--- config.mk ---
export PLATFORM = sky130hd
export DESIGN_NAME = mc_ctrl_fsm
export DESIGN_NICKNAME = d
export VERILOG_FILES = /design/src/rtl/mc_ctrl_fsm_pkg.sv /design/src/rtl/mc_ctrl_fsm_op_decode.sv /design/src/rtl/mc_ctrl_fsm.sv
export SDC_FILE = /design/constraint.sdc
export NUM_CORES = 1
export LEC_CHECK = 0
export ABC_AREA = 1
export CORE_ASPECT_RATIO = 1.2
export CORE_MARGIN = 4
export CORE_UTILIZATION = 25
export CTS_CLUSTER_DIAMETER = 100
export CTS_CLUSTER_SIZE = 8
export DETAILED_ROUTE_END_ITERATION = 7
export GPL_TIMING_DRIVEN = 0
export SYNTH_ARGS = -nofsm -noshare
export SYNTH_HDL_FRONTEND = slang
export SYNTH_HIERARCHICAL = 1
export SYNTH_SLANG_ARGS = --single-unit
export TNS_END_PERCENT = 10
--- constraint.sdc ---
create_clock -name clk -period 4.73 [get_ports clk]
set_input_delay 0.473 -clock clk [delete_from_list [all_inputs] [get_ports clk]]
set_output_delay 0.473 -clock clk [all_outputs]
set_load 0.01 [all_outputs]
--- src/rtl/mc_ctrl_fsm_pkg.sv ---
// Shared encodings for the multi-cycle MIPS-lite sequencer:
// opcodes, functs, ALU ops, state codes and decode classes.
package mc_ctrl_fsm_pkg;

  localparam logic [5:0] OP_RTYPE = 6'b000000;
  localparam logic [5:0] OP_J     = 6'b000010;
  localparam logic [5:0] OP_BEQ   = 6'b000100;
  localparam logic [5:0] OP_ORI   = 6'b001101;
  localparam logic [5:0] OP_LW    = 6'b100011;
  localparam logic [5:0] OP_SW    = 6'b101011;

  localparam logic [5:0] FN_ADDU  = 6'b100001;
  localparam logic [5:0] FN_SUBU  = 6'b100011;
  localparam logic [5:0] FN_MULTU = 6'b011001;
  localparam logic [5:0] FN_AND   = 6'b100100;
  localparam logic [5:0] FN_OR    = 6'b100101;
  localparam logic [5:0] FN_XOR   = 6'b100110;

  localparam logic [4:0] ALUOp_NOP   = 5'd0;
  localparam logic [4:0] ALUOp_ADDU  = 5'd1;
  localparam logic [4:0] ALUOp_SUBU  = 5'd2;
  localparam logic [4:0] ALUOp_MULTU = 5'd3;
  localparam logic [4:0] ALUOp_AND   = 5'd4;
  localparam logic [4:0] ALUOp_OR    = 5'd5;
  localparam logic [4:0] ALUOp_XOR   = 5'd6;

  typedef enum logic [2:0] {
    ST_IF  = 3'd0,
    ST_ID  = 3'd1,
    ST_EXE = 3'd2,
    ST_MEM = 3'd3,
    ST_WB  = 3'd4,
    ST_BR  = 3'd5
  } state_e;

  typedef enum logic [2:0] {
    CL_RTYPE,
    CL_ORI,
    CL_LW,
    CL_SW,
    CL_BEQ,
    CL_J,
    CL_ILLEGAL
  } op_class_e;

  typedef struct packed {
    logic       mem_req;
    logic       iord;
    logic       pc_wr;
    logic       ir_wr;
    logic       jmp_ctl;
    logic       branch;
    logic       a3_src;
    logic       wd_src;
    logic       rf_wr;
    logic       dm_rd;
    logic       dm_wr;
    logic       alu_b;
    logic [4:0] alu_ctl;
    logic       retire;
  } ctrl_t;

  // ALUOp_NOP doubles as "unsupported funct"
  function automatic logic [4:0] rtype_alu(input logic [5:0] fn);
    logic [4:0] r;
    unique case (fn)
      FN_ADDU:  r = ALUOp_ADDU;
      FN_SUBU:  r = ALUOp_SUBU;
      FN_MULTU: r = ALUOp_MULTU;
      FN_AND:   r = ALUOp_AND;
      FN_OR:    r = ALUOp_OR;
      FN_XOR:   r = ALUOp_XOR;
      default:  r = ALUOp_NOP;
    endcase
    return r;
  endfunction

endpackage

--- src/rtl/mc_ctrl_fsm_op_decode.sv ---
// Combinational op/funct decoder: instruction class and ALU op.
module mc_op_decode
  import mc_ctrl_fsm_pkg::*;
(
  input  logic [5:0] op,
  input  logic [5:0] funct,
  output op_class_e  op_class,
  output logic [4:0] alu_ctl
);

  logic [4:0] r_alu;

  always_comb begin
    r_alu    = rtype_alu(funct);
    op_class = CL_ILLEGAL;
    alu_ctl  = ALUOp_NOP;
    unique case (1'b1)
      (op == OP_RTYPE): begin
        if (r_alu != ALUOp_NOP) begin
          op_class = CL_RTYPE;
          alu_ctl  = r_alu;
        end
      end
      (op == OP_ORI): begin
        op_class = CL_ORI;
        alu_ctl  = ALUOp_OR;
      end
      (op == OP_LW): begin
        op_class = CL_LW;
        alu_ctl  = ALUOp_ADDU;
      end
      (op == OP_SW): begin
        op_class = CL_SW;
        alu_ctl  = ALUOp_ADDU;
      end
      (op == OP_BEQ): begin
        op_class = CL_BEQ;
        alu_ctl  = ALUOp_SUBU;
      end
      (op == OP_J): op_class = CL_J;
      default: ;
    endcase
  end

endmodule

--- src/rtl/mc_ctrl_fsm.sv ---
// Multi-cycle sequencer: IF/ID/EXE/MEM/WB/BR with a shared
// memory port, wait-state timeout, hold and sticky error flags.
module mc_ctrl_fsm
  import mc_ctrl_fsm_pkg::*;
#(
  parameter int MEM_WAIT_MAX = 15,
  parameter int WAIT_W       = 8
) (
  input  logic       clk,
  input  logic       rst,
  input  logic [5:0] Op,
  input  logic [5:0] Funct,
  input  logic       hold,
  input  logic       mem_ready,
  output logic       mem_req,
  output logic       IorD,
  output logic       PCWr,
  output logic       IRWr,
  output logic       JMPCTL,
  output logic       Branch,
  output logic       A3_Src,
  output logic       WD_Src,
  output logic       RFWr,
  output logic       DMRd,
  output logic       DMWr,
  output logic       ALU_B_Select,
  output logic [4:0] ALUCtl,
  output logic [2:0] state,
  output logic       retire,
  output logic       illegal,
  output logic       bus_err
);

  state_e            state_q, state_d;
  logic [WAIT_W-1:0] cnt_q, cnt_d;
  logic [5:0]        op_q, op_d;
  logic [5:0]        fn_q, fn_d;
  logic              illegal_q, illegal_d;
  logic              bus_err_q, bus_err_d;

  logic [5:0] dec_op, dec_fn;
  op_class_e  cls;
  logic [4:0] dec_alu;
  logic       waiting, timeout, go, b_imm;
  ctrl_t      ctl, ctl_o;

  // ID decides on the live IR; later states use the latched copy
  assign dec_op = (state_q == ST_ID) ? Op : op_q;
  assign dec_fn = (state_q == ST_ID) ? Funct : fn_q;

  mc_op_decode u_dec (
    .op       (dec_op),
    .funct    (dec_fn),
    .op_class (cls),
    .alu_ctl  (dec_alu)
  );

  assign go      = ~hold;
  assign b_imm   = (cls == CL_ORI) || (cls == CL_LW) ||
                   (cls == CL_SW);
  assign waiting = ((state_q == ST_IF) || (state_q == ST_MEM))
                   && !mem_ready;
  assign timeout = waiting &&
                   (cnt_q == WAIT_W'(MEM_WAIT_MAX - 1));

  always_comb begin
    state_d   = state_q;
    cnt_d     = cnt_q;
    op_d      = op_q;
    fn_d      = fn_q;
    illegal_d = illegal_q;
    bus_err_d = bus_err_q;
    if (go) begin
      unique case (state_q)
        ST_IF: begin
          if (mem_ready) state_d = ST_ID;
          else if (timeout) bus_err_d = 1'b1;
        end
        ST_ID: begin
          op_d = Op;
          fn_d = Funct;
          unique case (cls)
            CL_J: state_d = ST_IF;
            CL_ILLEGAL: begin
              state_d   = ST_IF;
              illegal_d = 1'b1;
            end
            default: state_d = ST_EXE;
          endcase
        end
        ST_EXE: begin
          unique case (cls)
            CL_RTYPE, CL_ORI: state_d = ST_WB;
            CL_LW, CL_SW:     state_d = ST_MEM;
            CL_BEQ:           state_d = ST_BR;
            default:          state_d = ST_IF;
          endcase
        end
        ST_MEM: begin
          if (mem_ready) begin
            state_d = (cls == CL_LW) ? ST_WB : ST_IF;
          end else if (timeout) begin
            state_d   = ST_IF;
            bus_err_d = 1'b1;
          end
        end
        default: state_d = ST_IF;
      endcase
      if (waiting && !timeout) cnt_d = cnt_q + 1'b1;
      else cnt_d = '0;
    end
  end

  always_comb begin
    ctl = '0;
    unique case (state_q)
      ST_IF: begin
        ctl.mem_req = go;
        ctl.jmp_ctl = 1'b1;
        ctl.ir_wr   = go && mem_ready;
        ctl.pc_wr   = go && mem_ready;
      end
      ST_ID: begin
        if (cls == CL_J) begin
          ctl.pc_wr  = go;
          ctl.retire = go;
        end else if (cls == CL_ILLEGAL) begin
          ctl.retire = go;
        end
      end
      ST_EXE: begin
        ctl.alu_ctl = dec_alu;
        ctl.alu_b   = b_imm;
      end
      ST_MEM: begin
        ctl.alu_ctl = dec_alu;
        ctl.alu_b   = b_imm;
        ctl.mem_req = go;
        ctl.iord    = 1'b1;
        ctl.dm_rd   = go && (cls == CL_LW);
        ctl.dm_wr   = go && (cls == CL_SW);
      end
      ST_WB: begin
        ctl.alu_ctl = dec_alu;
        ctl.alu_b   = b_imm;
        ctl.rf_wr   = go;
        ctl.retire  = go;
        ctl.a3_src  = (cls == CL_RTYPE);
        ctl.wd_src  = (cls == CL_LW);
      end
      ST_BR: begin
        ctl.alu_ctl = ALUOp_SUBU;
        ctl.branch  = go;
        ctl.retire  = go;
      end
      default: ;
    endcase
  end

  // reset low kills every strobe combinationally, no edge needed
  assign ctl_o = rst ? ctl : '0;

  assign {mem_req, IorD, PCWr, IRWr, JMPCTL, Branch,
          A3_Src, WD_Src, RFWr, DMRd, DMWr,
          ALU_B_Select, ALUCtl, retire} = ctl_o;

  assign state   = state_q;
  assign illegal = illegal_q;
  assign bus_err = bus_err_q;

  always_ff @(posedge clk or negedge rst) begin
    if (!rst) begin
      state_q   <= ST_IF;
      cnt_q     <= '0;
      op_q      <= '0;
      fn_q      <= '0;
      illegal_q <= 1'b0;
      bus_err_q <= 1'b0;
    end else begin
      state_q   <= state_d;
      cnt_q     <= cnt_d;
      op_q      <= op_d;
      fn_q      <= fn_d;
      illegal_q <= illegal_d;
      bus_err_q <= bus_err_d;
    end
  end

endmodule

**Yosys cells after proc, flatten, opt, wreduce, memory -nomap -nowiden**

Cells that the tools add are included.

- Multiplexer cells: 29
- Bitwise operators: 2
- $add $sub $neg: 1
- Reduce and logical (&&, ||, !) cells: 25
- Equal/unequal tests: 25

Operator list:

| operator | count |
|---|---|
| $eq A6 B6 Y1 const B | 7 |
| $pmux W3 S6 | 2 |
| $mux W3 | 7 |
| $pmux W5 S4 | 1 |
| $mux W18 | 1 |
| $eq A3 B3 Y1 const B | 5 |
| $eq A3 B2 Y1 const B | 4 |
| $mux W6 | 2 |
| $pmux W3 S4 | 1 |
| $reduce_or A2 Y1 | 6 |
| $pmux W5 S2 | 1 |
| $pmux W3 S3 | 1 |
| $add A8 B1 Y8 const B | 1 |
| $eq A8 B4 Y1 const B | 1 |
| $mux W8 | 1 |
| $mux W1 | 7 |
| $eq A3 B1 Y1 const B | 2 |
| $eq A6 B2 Y1 const B | 1 |
| $eq A6 B3 Y1 const B | 1 |
| $eq A6 B4 Y1 const B | 1 |
| $eq A6 B5 Y1 const B | 1 |
| $logic_and A1 B1 Y1 | 6 |
| $logic_not A3 Y1 | 2 |
| $logic_not A6 Y1 | 1 |
| 11 further kinds | 19 |

- Register bits: 25
- Output and inout port bits: 23
- Logic and storage cells: 88

**Longest topological paths before layout**

- Depth in word-level cells: 12
- Gate-level depth with buffers: 20
- Gate-level depth less buffers: 19

**By module**

Netlist, hierarchy kept.

Modules (own cells, without submodules):

| module | instances | sequential area each (um^2) | area an instance (um^2) | cells an instance |
|---|---|---|---|---|
| mc_ctrl_fsm | 1 | 625.6 | 1620.3 | 229 |
| mc_op_decode | 1 | 0.0 | 269.0 | 60 |

**Least setup slack after synthesis**

OpenSTA, ideal clock, no wires.

- Path type: reg2out
- Start point: register state_q[1], in the netlist state[1]
- End point: output port retire
- Slack: 1.942 ns
- Data required time: 4.257 ns
- Cell stages (with the launch flop): 17
- Arrival time: 2.315 ns
- Path through: dfrtp_1 -> nor2_2 -> nand2_2 -> clkbuf_1 -> o21ai_0 -> nor2_2 -> nand3_1 -> nand2_1 -> nor2_1 -> nand2_1 -> nand2_1 -> inv_1 -> nor3_1 -> nand3_1 -> nand3_1 -> nand2_1 -> inv_1

- Word-level cells in the longest chain between the ends: 12
- Elaborated cells between the ends (all ways): 28

RTL lines:

| item | RTL line | text |
|---|---|---|
| start: declaration | mc_ctrl_fsm.sv:34 | `state_e state_q, state_d;` |
| start signal: assignment | mc_ctrl_fsm.sv:180 | `state_q <= state_d;` |
| $eq A3 B1 Y1 * | mc_ctrl_fsm.sv:49 | `assign dec_fn = (state_q == ST_ID) ? Funct : fn_q;` |
| $mux W6 * | - |  |
| net dec_fn[1] | mc_ctrl_fsm.sv:41 | `logic [5:0] dec_op, dec_fn;` |
| $eq A6 B6 Y1 or $eq A6 B5 Y1 (tied branches) | mc_ctrl_fsm_pkg.sv:66 | `unique case (fn)` |
| $pmux W3 S6 * | mc_ctrl_fsm_pkg.sv:66 |  |
| $reduce_bool A5 Y1 * | mc_ctrl_fsm_op_decode.sv:19 | `if (r_alu != ALUOp_NOP) begin` |
| $mux W3 * | mc_ctrl_fsm_op_decode.sv:19 |  |
| $pmux W3 S6 * | mc_ctrl_fsm_op_decode.sv:17 | `unique case (1'b1)` |
| net cls[2] | mc_ctrl_fsm.sv:42 | `op_class_e cls;` |
| $eq A3 B3 Y1 | mc_ctrl_fsm.sv:127 | `end else if (cls == CL_ILLEGAL) begin` |
| $mux W1 | mc_ctrl_fsm.sv:127 |  |
| $mux W1 * | mc_ctrl_fsm.sv:124 | `if (cls == CL_J) begin` |
| $pmux W1 S2 * | mc_ctrl_fsm.sv:116 | `unique case (state_q)` |
| $mux W18 * | mc_ctrl_fsm.sv:161 | `assign ctl_o = rst ? ctl : '0;` |
| end: declaration | mc_ctrl_fsm.sv:29 | `output logic retire,` |

The timed path passes the listed nets; every way through them passes the cells marked *.

**Worst setup path after layout**

- Start point: register state_q[1], in the netlist state[1]
- End point: output port retire

- Elaborated cells between the ends (all ways): 28

RTL lines:

| item | RTL line | text |
|---|---|---|
| $eq A3 B1 Y1 * | mc_ctrl_fsm.sv:48 | `assign dec_op = (state_q == ST_ID) ? Op : op_q;` |
| $mux W6 * | - |  |
| net dec_op[1] | mc_ctrl_fsm.sv:41 |  |
| $eq A6 B2 Y1 (tied with other cells) | mc_ctrl_fsm_op_decode.sv:40 | `(op == OP_J): op_class = CL_J;` |
| $pmux W3 S6 * | mc_ctrl_fsm_op_decode.sv:17 |  |
| net cls[1] | mc_ctrl_fsm.sv:42 |  |
| $eq A3 B3 Y1 | mc_ctrl_fsm.sv:127 |  |
| $mux W1 | mc_ctrl_fsm.sv:127 |  |
| $mux W1 * | mc_ctrl_fsm.sv:124 |  |
| $pmux W1 S2 * | mc_ctrl_fsm.sv:116 |  |
| $mux W18 * | mc_ctrl_fsm.sv:161 |  |

Marks and branches as above.

==> qor.yml <==
status: "finished, final reports clean"
clk_pin_slew_worst_paths_ps: 90
p_sw_share_pct: 48.2
min-delay-path-class: "input pin to async pin"
seq_area_um2: 626
layout_setup_ws_ps: 609
num_vias: 1871
yosysTopAreaCell: "dfrtp_1"
grt_overflow: 0
tns_ps: 0
port_buffers: 36
leakagePower_nw: 1.16
hpwl_um: 3790
mostFrequentLayoutCells: "nand2_1, inv_1, clkdlybuf4s50_1"
crit_family: "simple AND/OR/NAND/NOR gates"
avgSynthCellArea_um2: 6.54
crit_slowest_cell: "clkdlybuf4s50_1"
fin_nets: 349
min_period_ps: 4120
drt_iter0_drc: 62
hold_buffers: 0
ys_seq_area_share_pct: 33.1
grt_max_degree: 29
layout-drive-gt1-share_pct: 12.7
worst_pin_slew_ps: 630
finish.utilization_pct: 32.9
holdWs_ps: 211
ctsLongestPathBuffers: 2
syn_inst: 289
gp_congestion: 0.793
initial_core_util_pct: 25.8
yosys_warnings: 6
dieWidth_um: 87.4
grt.total_usage_pct: 10.6
cts.repair.resized: 0
clockPowerShare_pct: 11.9
first_pass_iters: 4
preCtsSetupSlack_ps: 845
drv_slew: 0
cts_sinks: 25
maxCapViolCount: 0
grt_pass1_vias: 1794
dieArea_mm2: 0.00902
cp-start-kind: "register"
crit_type: "register to output port"
arrival_ps: 3650
grt_pass1_wl_um: 7820
crit_path_end_kind: "output port"
cts_tree: "built"
p_switching_mw: 0.517
htree_levels: 1
seqPwrFrac_pct: 30.1
numCtsBuffers: 3
path_max_fanout: 10
crit_chain: "nor2_2, nand2_2, clkbuf_1, o21ai_0, nor2_1, nand3_1, nand2_1, o21a_1, nand2_1, inv_1, nor3_1, nand3_1, nand3_1, nand2_1, inv_1, clkdlybuf4s50_1"
r2r_slack_ps: 1890
cp_slowest_stage_delay_ps: 520
finalSetupViolCount: 0
finalHoldViolations: 0
p_per_area_mw_per_mm2: 446
rsz0062_at_grt: "no"
routedWlPerCell_um: 11.1
synth_seq_cells: 25
netlist_top_cells_area: "dfrtp_1, nand2_1, inv_1"
post-route-drc-count: 0
root_buffer: "clkbuf_8"
path_buf_inv: 4
final_common_cell: "nand2_1"
cp.required_ps: 4260
power.internal_mw: 0.555
die_height_um: 103
fp-row-count: 34
final.fill_count: 816
io_pins: 39
n_antenna_cell: 0
ys_types: 30
via_per_inst: 4.45
wirelength_um: 4670
min_period_over_period_pct: 87.1
skew_ps: 6.24
design.core.area_mm2: 0.00732
detail-route-antenna-nets: 0
max_freq_mhz: 243
peakVddDrop_mv: 0.204
clk_latency_ps: 270
combPwrFrac_pct: 58.1
grt_antenna_before_repair: 0
maxSlewHeadroom_pct: 58.0
power_mw: 1.07
cts_setup_buffers: 0
multi_input_area_mm2: 0.00103
synth_top_area_share_pct: 33.1
syn_area_mm2: 0.00189
syn_to_final_growth_pct: 27.4
==> per-layer routing <==
metal  GRT usage, %  routed length (um)
met1           12.3                1960
met2           20.4                2430
met3           2.38                 258
met4           1.30                  23
met5              0                   0
==> cells by family (layout without fill, tap and decap cells) <==
logic type               count (synthesis)  count (layout)  synth area share (%)
buffers and inverters                   56              96                  12.5
adder cells (fa/ha/maj)                  2               2                  1.32
other                                    1               2                 0.198
AO/OA/AOI/OAI                           39              39                  13.3
flip-flops                              25              25                  33.1
AND/OR/NAND/NOR                        165             165                  39.1
XOR/XNOR                                 1               1                 0.464
==> final cells by class <==
cell class / instances / area share (%)
Multi-Input combinational cell: 209 / 42.8
Sequential cell: 25 / 26.0
Timing Repair Buffer: 36 / 14.8
Inverter: 50 / 7.90
Tap cell: 90 / 4.68
Buffer: 6 / 1.92
Clock buffer: 4 / 1.87
==> final timing paths <==
path,cells after the start,from,end
min in group clk,2,illegal$_DFFE_PN0P_,illegal$_DFFE_PN0P_
max reg2reg,16,state[1]$_DFFE_PN0P_,state[0]$_DFFE_PN0P_
min,1,rst,cnt_q[6]$_DFFE_PN0N_
max,16,state[1]$_DFFE_PN0P_,retire
max in group asynchronous,1,rst,fn_q[1]$_DFFE_PN0N_
min reg2reg,2,illegal$_DFFE_PN0P_,illegal$_DFFE_PN0P_
==> stage by stage <==
stage | instance area (um2) | instances
5_1_grt | 2410 | 420
4_1_cts | 2410 | 420
6_report | 2410 | 420
3_3_place_gp | 2370 | 416
3_5_place_dp | 2370 | 416
2_1_floorplan | 1890 | 290
==> worst register-to-register path, cell delays in order, from the launching register on <==
cell	delay [ps]
dfrtp_1	460
nor2_2	190
nand2_2	150
clkbuf_1	240
o21ai_0	450
inv_1	160
nor2_1	110
nand3_1	110
and2_4	190
o21ai_2	180
inv_1	90
nand2_1	100
nor2_1	50
nand2_1	60
nand3_1	70
nand2_1	70
nand2_1	50
==> power by group through the flow <==
stage               Clock [mW]  Combinational [mW]  Sequential, mW
floorplan                    0               0.467           0.317
global placement             0               0.609           0.321
detailed placement           0               0.628           0.326
CTS                      0.134               0.631           0.322
global route             0.144               0.718           0.332
finish                   0.127               0.622           0.322
==> synthesized netlist by cell type <==
master	count
o21ai_2	11
a21oi_2	1
nor3_1	4
o21a_1	2
and2_4	1
nand4_1	7
ha_1	2
nand2_4	3
nor2_2	9
xor2_1	1
nand3_1	25
nand2_2	5
o211ai_1	1
inv_4	1
nand2_1	77
inv_1	47
clkbuf_1	1
conb_1	1
o21ai_0	16
dfrtp_1	25
o21ai_1	4
a21oi_1	2
nor4_1	1
buf_4	2
o22ai_1	1
buf_6	2
nor2_1	33
inv_2	2
buf_2	1
o21bai_1	1
==> registers in the layout, indices dropped and copies added, names as in the netlist <==
register  flops
cnt_q         8
fn_q          6
op_q          6
state         3
bus_err       1
illegal       1
Power figures use the tool's default switching activity.
